<file path="src/rtl/decode_stage.sv">
// RV32I decode stage: field/immediate decode, 32x32 register file, load-use stall, ID/EX register.
// Optional macro DECODE_WB_BYPASS_EN selects a write-first register file (default read-first).
module decode_stage #(
   parameter logic [31:0] RESET_PC = 32'h0000_8000
) (
   input  logic        clk,
   input  logic        reset,
   input  logic [31:0] ir,
   input  logic [31:0] npc,
   input  logic [31:0] notbranch,
   input  logic        flushD,
   input  logic        wb_en,
   input  logic [4:0]  wb_rd,
   input  logic [31:0] wb_data,
   output logic        stallF,
   output logic        stallD,
   output logic        valid_out,
   output logic [6:0]  opcode_out,
   output logic [2:0]  funct3_out,
   output logic [6:0]  funct7_out,
   output logic [4:0]  rs1_out,
   output logic [4:0]  rs2_out,
   output logic [4:0]  rd_out,
   output logic [31:0] rs1_data,
   output logic [31:0] rs2_data,
   output logic [31:0] imm_out,
   output logic [31:0] pc_out,
   output logic [31:0] notbranch_out
);

   localparam logic [6:0] OP_IMM = 7'b0010011;
   localparam logic [6:0] LOAD   = 7'b0000011;
   localparam logic [6:0] JALR   = 7'b1100111;
   localparam logic [6:0] STORE  = 7'b0100011;
   localparam logic [6:0] BRANCH = 7'b1100011;
   localparam logic [6:0] LUI    = 7'b0110111;
   localparam logic [6:0] AUIPC  = 7'b0010111;
   localparam logic [6:0] JAL    = 7'b1101111;
   localparam logic [6:0] OP     = 7'b0110011;

   logic        primed_r;
   logic [31:0] regs_r [32];

   logic [6:0]  opcode_s;
   logic [4:0]  rd_s;
   logic [4:0]  rs1_s;
   logic [4:0]  rs2_s;
   logic [31:0] imm_s;
   logic        uses_rs1_s;
   logic        uses_rs2_s;
   logic        hazard_s;
   logic        bubble_s;
   logic [31:0] rs1_rd_s;
   logic [31:0] rs2_rd_s;

   assign opcode_s = ir[6:0];
   assign rd_s     = ir[11:7];
   assign rs1_s    = ir[19:15];
   assign rs2_s    = ir[24:20];

   // Immediate generation, selected by opcode format
   always_comb begin
      imm_s = 32'd0;
      case (opcode_s)
         OP_IMM, LOAD, JALR: imm_s = {{20{ir[31]}}, ir[31:20]};
         STORE:              imm_s = {{20{ir[31]}}, ir[31:25], ir[11:7]};
         BRANCH:             imm_s = {{19{ir[31]}}, ir[31], ir[7], ir[30:25], ir[11:8], 1'b0};
         LUI, AUIPC:         imm_s = {ir[31:12], 12'd0};
         JAL:                imm_s = {{11{ir[31]}}, ir[31], ir[19:12], ir[20], ir[30:21], 1'b0};
         default:            imm_s = 32'd0;
      endcase
   end

   // Source-operand usage and load-use hazard detection against the ID/EX register
   always_comb begin
      uses_rs1_s = 1'b1;
      uses_rs2_s = 1'b0;
      case (opcode_s)
         LUI, AUIPC, JAL:   uses_rs1_s = 1'b0;
         BRANCH, STORE, OP: uses_rs2_s = 1'b1;
         default:           uses_rs2_s = 1'b0;
      endcase
      if (valid_out && (opcode_out == LOAD) && (rd_out != 5'd0)) begin
         hazard_s = (uses_rs1_s && (rs1_s == rd_out)) || (uses_rs2_s && (rs2_s == rd_out));
      end else begin
         hazard_s = 1'b0;
      end
   end

   assign stallF   = hazard_s;
   assign stallD   = hazard_s;
   // Flush, hazard and the unprimed start-up cycle all collapse into a bubble
   assign bubble_s = flushD | hazard_s | ~primed_r;

   // Register-file read, optionally forwarding the same-cycle write-back
   always_comb begin
      rs1_rd_s = (rs1_s == 5'd0) ? 32'd0 : regs_r[rs1_s];
      rs2_rd_s = (rs2_s == 5'd0) ? 32'd0 : regs_r[rs2_s];
`ifdef DECODE_WB_BYPASS_EN
      if (wb_en && (wb_rd != 5'd0) && (wb_rd == rs1_s)) begin
         rs1_rd_s = wb_data;
      end else begin
         rs1_rd_s = rs1_rd_s;
      end
      if (wb_en && (wb_rd != 5'd0) && (wb_rd == rs2_s)) begin
         rs2_rd_s = wb_data;
      end else begin
         rs2_rd_s = rs2_rd_s;
      end
`endif
   end

   // Register file storage with write-back port; x0 is never written
   always_ff @(posedge clk) begin
      if (reset) begin
         for (int i = 0; i < 32; i++) begin
            regs_r[i] <= 32'd0;
         end
      end else if (wb_en && (wb_rd != 5'd0)) begin
         regs_r[wb_rd] <= wb_data;
      end
   end

   // Start-up flag: the first cycle out of reset is treated as a bubble
   always_ff @(posedge clk) begin
      if (reset) begin
         primed_r <= 1'b0;
      end else begin
         primed_r <= 1'b1;
      end
   end

   // ID/EX pipeline register
   always_ff @(posedge clk) begin
      if (reset || bubble_s) begin
         valid_out     <= 1'b0;
         opcode_out    <= OP_IMM;
         funct3_out    <= 3'd0;
         funct7_out    <= 7'd0;
         rs1_out       <= 5'd0;
         rs2_out       <= 5'd0;
         rd_out        <= 5'd0;
         rs1_data      <= 32'd0;
         rs2_data      <= 32'd0;
         imm_out       <= 32'd0;
         pc_out        <= RESET_PC;
         notbranch_out <= RESET_PC + 32'd4;
      end else begin
         valid_out     <= 1'b1;
         opcode_out    <= opcode_s;
         funct3_out    <= ir[14:12];
         funct7_out    <= ir[31:25];
         rs1_out       <= rs1_s;
         rs2_out       <= rs2_s;
         rd_out        <= rd_s;
         rs1_data      <= rs1_rd_s;
         rs2_data      <= rs2_rd_s;
         imm_out       <= imm_s;
         pc_out        <= npc;
         notbranch_out <= notbranch;
      end
   end

endmodule

</file>
<file path="config.mk">
export PLATFORM = sky130hd
export DESIGN_NAME = decode_stage
export DESIGN_NICKNAME = d
export VERILOG_FILES = /design/src/rtl/decode_stage.sv
export SDC_FILE = /design/constraint.sdc
export NUM_CORES = 2
export LEC_CHECK = 0
export CAP_MARGIN = 5
export CORE_MARGIN = 2
export CORE_UTILIZATION = 34
export DETAILED_ROUTE_END_ITERATION = 6
export DONT_BUFFER_PORTS = 1
export PLACE_DENSITY = 0.54
export SYNTH_ARGS = -nofsm -noshare
export SYNTH_HDL_FRONTEND = slang
export SYNTH_SLANG_ARGS = --single-unit
</file>
<file path="constraint.sdc">
create_clock -name clk -period 11.8 [get_ports clk]
set_clock_uncertainty 0.1 [all_clocks]
set_input_delay 1.77 -clock clk [delete_from_list [all_inputs] [get_ports clk]]
set_output_delay 1.77 -clock clk [all_outputs]
set_load 0.01 [all_outputs]
</file>
==> results.sh <==
export IMPL_status="finished with violations"
export IMPL_violations="max-slew violations"
export IMPL_ys_warn_count=0
export IMPL_synth_top_area_share_pct=51.2
export IMPL_postRouteAntennaNets=0
export IMPL_cts_htree_levels=4
export IMPL_cts_tree="done"
export IMPL_fin_crit_sh_pct=46.1
export IMPL_postCtsHoldBufs=0
export IMPL_rows=154
export IMPL_routedWlPerCell_um=33.3
export IMPL_synth_area_leaders="edfxtp_1, mux4_2, and2_1, dfxtp_1, mux2i_1"
export IMPL_maxCapViolations=0
export IMPL_min_path_type="reg -> reg"
export IMPL_finalHoldViolations=0
export IMPL_drive_above_1_share_pct=19.0
export IMPL_antenna_found_initial=14
export IMPL_ys_flop_type="edfxtp_1"
export IMPL_dr_pass1_iters=6
export IMPL_swShare_pct=23.7
export IMPL_drv_slew=239
export IMPL_yosys_top_cells_count="and2_1, edfxtp_1, mux4_2"
export IMPL_nets=4195
export IMPL_max_slew_margin_pct=-35.8
export IMPL_synthCells=4218
export IMPL_internal_power_mw=7.62
export IMPL_leakage_nw=23.0
export IMPL_finalSetupViolCount=0
export IMPL_portBuffers=0
export IMPL_whs_path_depth=3
export IMPL_route_vias_total=37400
export IMPL_cts_sinks=1218
export IMPL_clockRootBuffer="clkbuf_16"
export IMPL_rsz0062_at_grt="false"
export IMPL_tns_ns=0
export IMPL_wl_mm=217
export IMPL_post_route_util_pct=38.0
export IMPL_yosys_cell_count_top_type="and2_1"
export IMPL_cts_setup_buffers=0
export IMPL_period_needed_ns=5.44
export IMPL_dieArea_mm2=0.180
export IMPL_worst_ep_required_time_ns=9.93
export IMPL_path_clk_slew_ns=0.06
export IMPL_drtIter0Drc=4002
export IMPL_drc=0
export IMPL_cts_resized=0
export IMPL_fmax_mhz=184
export IMPL_clockBufferDepth=3
export IMPL_synthesis_area_mm2=0.0600
export IMPL_grt_max_degree=373
export IMPL_ys_async_sr_fraction_pct=0
export IMPL_yosysSeqAreaShare_pct=57.7
export IMPL_start_util_pct=34.2
export IMPL_crit_type="in -> out"
export IMPL_p_switching_mw=2.36
export IMPL_arrival_ns=3.57
export IMPL_peakVddDrop_v=0.0000876
export IMPL_grt_pass1_vias=37200
export IMPL_insertion_delay_ns=0.80
export IMPL_vias_per_cell=5.75
export IMPL_grt_usage_pct=23.6
export IMPL_synth_edf_count=1024
export IMPL_combPwrFrac_pct=8.0
export IMPL_gr_total_overflow=0
export IMPL_worst_slew_pin_slew_ns=2.04
export IMPL_p_clk_share_pct=41.8
export IMPL_gp_congestion=0.876
export IMPL_die_x_um=424
export IMPL_synth_avg_cell_area_um2=14.2
export IMPL_ys_ff_latch=1218
export IMPL_grt_pass1_wl_mm=299
export IMPL_cts_made_buffers=136
export IMPL_r2r_cells=7
export IMPL_post_dp_hpwl_mm=132
export IMPL_cp_start_kind="input pin"
export IMPL_synth_top_area_cell="edfxtp_1"
export IMPL_fp_dieH_um=424
export IMPL_io_pins=332
export IMPL_yosysUniqueCellTypes=63
export IMPL_pwr_share_seq_pct=50.1
export IMPL_path_max_fanout=6
export IMPL_cp_end_kind="output pin"
export IMPL_powerDensity_mw_per_mm2=150
export IMPL_core_area_mm2=0.176
export IMPL_synthToLayoutAreaGrowth_pct=11.1
worst paths after layout:
path                            slack, ns          start      endpoint
worst max-delay path                 6.36          ir[3]        stallD
worst min-delay path                 0.69   regs_r[6][9]   rs1_data[9]
worst max register to register       8.20  opcode_out[2]  rs1_data[18]
worst min register to register       0.69   regs_r[6][9]   rs1_data[9]
flip-flops by register name, summed over array words and instances (netlist names):
register / count
funct3_out: 3
funct7_out: 7
imm_out: 32
notbranch_out: 32
opcode_out: 7
pc_out: 32
primed_r: 1
rd_out: 5
regs_r: 1024
rs1_data: 32
rs1_out: 5
rs2_data: 32
rs2_out: 5
valid_out: 1
through the flow:
stage / power (mW) / cells / instance area (um^2) / setup WS, ns / hold slack (ns)
floorplan: 5.67 / 4249 / 60200 / 6.50 / 0.604
global placement: 5.87 / 6260 / 62400 / 6.14 / 0.667
detailed placement: 5.88 / 6260 / 62400 / 6.23 / 0.691
CTS: 10.0 / 6508 / 66700 / 6.21 / 0.696
global route: 10.2 / 6511 / 66700 / 6.19 / 0.738
finish: 9.98 / 6514 / 66700 / 6.36 / 0.689
logic make-up (layout without fill, tap and decap cells):
group,after synthesis,count (layout),synth area share (%)
multiplexers,684,684,18.4
XOR/XNOR,10,10,0.146
other,1,38,0.00625
AO/OA/AOI/OAI,470,470,5.87
buffers and inverters,439,358,3.34
AND/OR/NAND/NOR,1396,1396,14.5
flip-flops,1218,1218,57.7
cell usage in the layout (no fill, tap or decap), drive strengths merged, types with 32 or more instances in the layout:
cell,Yosys,final
and2,1082,1082
edfxtp,1024,1024
mux4,330,330
mux2i,280,280
clkbuf,294,202
dfxtp,194,194
buf,140,105
a22oi,88,88
mux2,74,74
nor2,67,67
a211oi,60,60
o22ai,59,59
nor4,45,45
a221oi,42,42
a22o,42,42
nor2b,41,41
o21ai,40,40
nand2,35,35
clkinv,0,35
o221ai,34,34
conb,1,32
critical path: stages:
cell and delay [ns]:
or2_1 0.25, a2111oi_0 0.60, nand4_1 0.29, a21oi_1 0.66
power groups by stage:
| stage | clock [mW] | sequential, mW | combinational, mW |
|---|---|---|---|
| after detailed placement | 0 | 5.09 | 0.786 |
| after global routing | 4.40 | 5.03 | 0.816 |
| after floorplan | 0 | 5.05 | 0.617 |
| after CTS | 4.23 | 5.00 | 0.789 |
| final | 4.17 | 5.00 | 0.800 |
| after global placement | 0 | 5.08 | 0.784 |
layout make-up:
class	count	area [um^2]
tap	2340	2930
inverter	5	18.8
clock inverter	46	353
sequential	1218	34600
antenna	6	15.0
fill	16400	109000
clock buffer	202	3920
timing repair buffer	105	788
multi-input combinational	2592	24100
routing by layer:
metal / track usage [%] / wire length [um] / share of wire [%] / vias up
met3: 4.16 / 15900 / 7.3 / 347
li1: - / - / - / 15700
met2: 40.0 / 107000 / 49 / 1784
met4: 11.3 / 10900 / 5.0 / 0
met1: 29.3 / 83000 / 38 / 19600
met5: 0 / 0 / 0 / -
(Power assumes the default switching activity.)
